--- src/rtl/irda_fir_4ppm_demod.sv ---
// IrDA FIR 4PPM demodulator: hunts preamble, checks start/stop flags and
// assembles 4PPM dibits into bytes from the bit-synchronizer chip stream.
module irda_fir_4ppm_demod #(
   parameter int unsigned PRE_MIN   = 4,
   parameter int unsigned MAX_BYTES = 2050
) (
   input  logic       clk,
   input  logic       wb_rst_i,
   input  logic       bs_restart,
   input  logic       chip_i,
   input  logic       chip_stb,
   output logic [7:0] data_o,
   output logic       data_valid_o,
   output logic       frame_start_o,
   output logic       frame_end_o,
   output logic       frame_err_o,
   output logic       resync_o
);

   localparam int unsigned WIN_W  = 32;
   localparam int unsigned CHIP_W = 5;
   localparam int unsigned PRE_W  = 8;
   localparam int unsigned BYTE_W = $clog2(MAX_BYTES + 1);

   localparam logic [15:0]       PRE_PAT   = 16'h80A8;
   localparam logic [WIN_W-1:0]  START_PAT = 32'h0C0C_6060;
   localparam logic [WIN_W-1:0]  STOP_PAT  = 32'h0C0C_0606;
   localparam logic [PRE_W-1:0]  PRE_MIN_L = PRE_W'(PRE_MIN);
   localparam logic [BYTE_W-1:0] MAX_B_L   = BYTE_W'(MAX_BYTES);
   localparam logic [CHIP_W-1:0] LAST16    = CHIP_W'(15);
   localparam logic [CHIP_W-1:0] LAST28    = CHIP_W'(27);

   localparam logic [2:0] HUNT     = 3'd0;
   localparam logic [2:0] PREAMBLE = 3'd1;
   localparam logic [2:0] START    = 3'd2;
   localparam logic [2:0] DATA     = 3'd3;
   localparam logic [2:0] STOP     = 3'd4;

   logic [2:0]        state, state_nx;
   logic [WIN_W-1:0]  win, win_nx, win_sh;
   logic [CHIP_W-1:0] chip_cnt, chip_cnt_nx;
   logic [PRE_W-1:0]  pre_cnt, pre_cnt_nx;
   logic [1:0]        dibit_cnt, dibit_cnt_nx;
   logic [BYTE_W-1:0] byte_cnt, byte_cnt_nx;
   logic [5:0]        part, part_nx;
   logic [7:0]        data_nx;
   logic              valid_nx, start_nx, end_nx, err_nx, resync_nx;
   logic              sym_ok;
   logic [1:0]        dib;

   // State and datapath registers
   always_ff @(posedge clk or posedge wb_rst_i) begin
      if (wb_rst_i) begin
         state         <= HUNT;
         win           <= '0;
         chip_cnt      <= '0;
         pre_cnt       <= '0;
         dibit_cnt     <= '0;
         byte_cnt      <= '0;
         part          <= '0;
         data_o        <= 8'h00;
         data_valid_o  <= 1'b0;
         frame_start_o <= 1'b0;
         frame_end_o   <= 1'b0;
         frame_err_o   <= 1'b0;
         resync_o      <= 1'b0;
      end else begin
         state         <= state_nx;
         win           <= win_nx;
         chip_cnt      <= chip_cnt_nx;
         pre_cnt       <= pre_cnt_nx;
         dibit_cnt     <= dibit_cnt_nx;
         byte_cnt      <= byte_cnt_nx;
         part          <= part_nx;
         data_o        <= data_nx;
         data_valid_o  <= valid_nx;
         frame_start_o <= start_nx;
         frame_end_o   <= end_nx;
         frame_err_o   <= err_nx;
         resync_o      <= resync_nx;
      end
   end

   // Next-state, window/counter update and output pulse decode
   always_comb begin
      state_nx     = state;
      win_nx       = win;
      chip_cnt_nx  = chip_cnt;
      pre_cnt_nx   = pre_cnt;
      dibit_cnt_nx = dibit_cnt;
      byte_cnt_nx  = byte_cnt;
      part_nx      = part;
      data_nx      = data_o;
      valid_nx     = 1'b0;
      start_nx     = 1'b0;
      end_nx       = 1'b0;
      err_nx       = 1'b0;
      resync_nx    = 1'b0;
      win_sh       = {win[WIN_W-2:0], chip_i};
      sym_ok       = 1'b1;
      dib          = 2'd0;

      case (win_sh[3:0])
         4'b1000: dib = 2'd0;
         4'b0100: dib = 2'd1;
         4'b0010: dib = 2'd2;
         4'b0001: dib = 2'd3;
         default: sym_ok = 1'b0;
      endcase

      if (bs_restart) begin
         state_nx     = HUNT;
         win_nx       = '0;
         chip_cnt_nx  = '0;
         pre_cnt_nx   = '0;
         dibit_cnt_nx = '0;
         byte_cnt_nx  = '0;
         part_nx      = '0;
      end else if (chip_stb) begin
         win_nx      = win_sh;
         chip_cnt_nx = chip_cnt + CHIP_W'(1);
         case (state)
            HUNT: begin
               if (win_sh[15:0] == PRE_PAT) begin
                  state_nx    = PREAMBLE;
                  pre_cnt_nx  = PRE_W'(1);
                  chip_cnt_nx = '0;
               end
            end
            PREAMBLE: begin
               if (chip_cnt == LAST16) begin
                  chip_cnt_nx = '0;
                  if (win_sh[15:0] == PRE_PAT) begin
                     if (pre_cnt != '1) pre_cnt_nx = pre_cnt + PRE_W'(1);
                  end else if (pre_cnt >= PRE_MIN_L) begin
                     state_nx = START;
                  end else begin
                     state_nx = HUNT;
                  end
               end
            end
            START: begin
               if (chip_cnt == LAST16) begin
                  chip_cnt_nx = '0;
                  if (win_sh == START_PAT) begin
                     state_nx     = DATA;
                     start_nx     = 1'b1;
                     dibit_cnt_nx = '0;
                     byte_cnt_nx  = '0;
                     part_nx      = '0;
                  end else begin
                     state_nx = HUNT;
                  end
               end
            end
            DATA: begin
               if (chip_cnt[1:0] == 2'd3) begin
                  chip_cnt_nx = '0;
                  if (sym_ok) begin
                     dibit_cnt_nx = dibit_cnt + 2'(1);
                     part_nx      = {dib, part[5:2]};
                     if (dibit_cnt == 2'd3) begin
                        // A byte beyond the limit is an overrun, not data
                        if (byte_cnt == MAX_B_L) begin
                           err_nx    = 1'b1;
                           resync_nx = 1'b1;
                           state_nx  = HUNT;
                        end else begin
                           data_nx     = {dib, part};
                           valid_nx    = 1'b1;
                           byte_cnt_nx = byte_cnt + BYTE_W'(1);
                        end
                     end
                  end else if (win_sh[3:0] == 4'b0000 && dibit_cnt == 2'd0) begin
                     state_nx = STOP;
                  end else begin
                     err_nx    = 1'b1;
                     resync_nx = 1'b1;
                     state_nx  = HUNT;
                  end
               end
            end
            STOP: begin
               if (chip_cnt == LAST28) begin
                  chip_cnt_nx = '0;
                  state_nx    = HUNT;
                  resync_nx   = 1'b1;
                  if (win_sh == STOP_PAT) end_nx = 1'b1;
                  else                    err_nx = 1'b1;
               end
            end
            default: begin
               state_nx    = HUNT;
               chip_cnt_nx = '0;
            end
         endcase
      end
   end

endmodule

--- config.mk ---
export PLATFORM = sky130hd
export DESIGN_NAME = irda_fir_4ppm_demod
export DESIGN_NICKNAME = d
export VERILOG_FILES = /design/src/rtl/irda_fir_4ppm_demod.sv
export SDC_FILE = /design/constraint.sdc
export NUM_CORES = 1
export LEC_CHECK = 0
export BUFFER_PORTS_ARGS = -buffer_cell sky130_fd_sc_hd__buf_2
export CAP_MARGIN = 20
export CELL_PAD_IN_SITES_DETAIL_PLACEMENT = 2
export CELL_PAD_IN_SITES_GLOBAL_PLACEMENT = 2
export CORE_ASPECT_RATIO = 1.4
export CORE_MARGIN = 2
export CORE_UTILIZATION = 42
export CTS_BUF_LIST = sky130_fd_sc_hd__clkbuf_16
export CTS_CLUSTER_SIZE = 8
export DETAILED_ROUTE_END_ITERATION = 8
export PLACE_DENSITY = 0.82
export SYNTH_ARGS = -nofsm -noshare
export SYNTH_HDL_FRONTEND = slang
export SYNTH_SLANG_ARGS = --single-unit
--- constraint.sdc ---
create_clock -name clk -period 4.55 [get_ports clk]
set_input_delay 0.2275 -clock clk [delete_from_list [all_inputs] [get_ports clk]]
set_output_delay 0.2275 -clock clk [all_outputs]
set_load 0.02 [all_outputs]
==> reports/metrics.yaml <==
tightest_slew_ns: 0.8773
worstRegToRegCells: 11
grt_max_degree: 44
synth_ff_type: "dfrtp_1"
htree_num_levels: 3
postRouteAntennaNets: 0
cts_tree: "yes"
drt_iter0_markers: 89
initial_core_util_pct: 43.49
cp_max_fo: 12
synth_area_leaders: "dfrtp_1 48%, mux2i_1 7.7%, nor2_1 5.6%, nand2_1 5.1%, ha_1 3.0%"
cpPeakStageDelay_ns: 0.50
drive_gt1_share_pct: 10.86
yosysWarnings: 0
period_share_pct: 67.85
clock_sinks: 80
layout_common_cells: "80 x dfrtp_1, 62 x nor2_1, 56 x nand2_1, 32 x mux2i_1, 19 x o21ai_0"
vias: 3296
status: "complete, no violations"
hpwl_um: 7640
syn-cell-area_um2: 4136
overflow: 0
cts_resized: 0
nFillCells: 1010
hold_depth: 3
cts_setup_buffers: 0
netlist.area_leader.share_pct: 48.40
cts-root-buf: "clkbuf_16"
cp_cell_sequence: "ha_1 -> nand3_1 -> inv_1 -> ha_1 -> mux2i_1 -> a21oi_1 -> a2bb2oi_1 -> nand3_1 -> inv_1 -> nand2_1 -> o21ai_1"
avgSynthCellArea_um2: 9.466
whs_ns: 0.2391
instances_no_fill: 583
grt_pass1_wl_um: 18690
min_period_ns: 3.087
die_w_um: 87.88
setup_viol: 0
via_per_inst: 5.654
synthArstFlopShare_pct: 100.0
path_class: "flop to flop"
coreArea_um2: 9512
ir_drop_mv: 0.1776
portBuffers: 17
startpoint_type: "flop"
ios: 18
hold_path.startpoint: "chip_i"
synth_cell_types: 61
die_y_um: 121.4
routed_wl_um: 11180
dr.pass1.iters: 4
syn_to_final_growth_pct: 11.62
placedCellCount: 566
regToRegSetupSlack_ns: 1.46
cts_buffers: 9
utilization_pct: 48.54
antenna_found_initial: 0
arrival_ns: 3.35
final_net_count: 461
finalHoldViolCount: 0
yosysTopAreaCell: "dfrtp_1"
max_cap_viol_count: 0
clk_pin_slew_ns: 0.06
synth-edff-count: 0
cts-hold-fix-buffers: 1
r2r-end: "byte_cnt[9]$_DFFE_PP0P_"
grt_pass1_vias: 3691
power_density_nw_per_um2: 329.6
syn_nets: 452
clockBufferDepth: 2
ys_seq_area_share_pct: 48.40
min-delay-path-class: "primary input to flop"
slew_headroom_pct: 41.30
gp_congestion: 0.8124
end_kind: "flop"
r2r-start: "chip_cnt[0]$_DFFE_PP0N_"
static-leakage-power_nw: 2.204
totalNegativeSetupSlack_ns: 0
final_common_cell: "dfrtp_1"
netlist_instances: 437
diodes: 0
die-area_um2: 10670
worstPathRequired_ns: 4.81
timing.fmax_ghz: 0.3239
worstHoldEndpoint: "win[0]$_DFFE_PP0N_"
grt.total_usage_pct: 22.74
ys_seq_elements: 80
drt-wirelength-per-cell_um: 19.17
rsz0062_at_grt: "no"
clk_latency_ns: 0.35
drcViolationCount: 0
std_cell_rows: 42
skew_ns: 0.007719
worst_path_max_delay_cell: "inv_1"
drv_slew: 0
==> cells in the mapped netlist, types with 3 or more instances <==
cell type and number:
dfrtp_1 80, nor2_1 62, nand2_1 56, mux2i_1 32
o21ai_0 19, inv_1 17, nand3_1 15, a21oi_1 13
buf_2 10, ha_1 10, o21ai_1 8, and3_1 7
clkbuf_1 7, o31ai_1 7, nor3_1 6, nor4_1 6
buf_1 5, a22o_1 4, a31oi_1 4, or4_1 4
and4b_1 3, nand4b_1 3, nor2b_1 3, or3_1 3
==> report_power, final <==
group	total (mW)	internal, mW	switching (mW)
combinational	0.0730	0.0213	0.0517
clock	0.727	0.426	0.302
sequential	0.721	0.715	0.00614
total	1.52	1.16	0.360
==> worst max path at each step <==
| stage | to | slack [ns] | from |
|---|---|---|---|
| after global routing | byte_cnt[7]$_DFFE_PP0P_ | 1.15 | chip_cnt[0]$_DFFE_PP0N_ |
| after floorplan | byte_cnt[0]$_DFFE_PP0P_ | 2.27 | wb_rst_i |
| final | byte_cnt[9]$_DFFE_PP0P_ | 1.46 | chip_cnt[0]$_DFFE_PP0N_ |
| after detailed placement | byte_cnt[9]$_DFFE_PP0P_ | 1.43 | chip_cnt[0]$_DFFE_PP0N_ |
| after global placement | byte_cnt[5]$_DFFE_PP0P_ | 1.66 | chip_cnt[0]$_DFFE_PP0N_ |
| after CTS | byte_cnt[4]$_DFFE_PP0P_ | 1.42 | chip_cnt[0]$_DFFE_PP0N_ |
==> state kept, by name, summed over array words and instances, names as in the netlist <==
name           flops
frame_end_o        1
frame_err_o        1
frame_start_o      1
win               31
data_valid_o       1
resync_o           1
part               6
pre_cnt            8
dibit_cnt          2
chip_cnt           5
state              3
byte_cnt          12
data_o             8
==> worst max-delay path, delay by kind of cell, from the launching register on <==
| family | cells | cell delay [ns] |
|---|---|---|
| mux | 1 | 0.11 |
| simple gates | 3 | 0.64 |
| fa+ha+maj | 2 | 0.50 |
| flops | 1 | 0.38 |
| buf+inv | 2 | 0.58 |
| compound gates | 3 | 0.78 |
==> routing by layer <==
layer	vias up	track usage [%]	routed length (um)
met2	38	41.48	6215
li1	1555	-	-
met4	0	10.87	298
met1	1680	25.69	4469
met3	23	2.517	192
met5	-	0	0
==> cell families after synthesis <==
group                    share of synthesized area, %
AND/OR/NAND/NOR                                 23.14
adder cells (fa/ha/maj)                         3.025
XOR/XNOR                                       0.8471
flip-flops                                      48.40
buffers and inverters                           4.295
multiplexers                                    8.016
AO/OA/AOI/OAI                                   12.28
==> cell type report <==
cell class / instances / area [um^2] / area share, %
Clock buffer: 9 / 225.2 / 4.878
Clock inverter: 7 / 73.82 / 1.599
Inverter: 18 / 68.82 / 1.491
Multi-Input combinational cell: 315 / 1957 / 42.38
Sequential cell: 80 / 2002 / 43.36
Tap cell: 132 / 165.2 / 3.577
Timing Repair Buffer: 22 / 125.1 / 2.710
==> through the flow <==
stage | cell area, um^2 | power [mW] | worst slack, ns
after floorplan | 4136 | 0.7876 | 2.271
after global placement | 4308 | 0.8058 | 1.660
after detailed placement | 4308 | 0.8082 | 1.426
after CTS | 4617 | 1.540 | 1.424
after global routing | 4617 | 1.572 | 1.148
final | 4617 | 1.522 | 1.463
No activity file was read; power rests on OpenSTA's default activity.
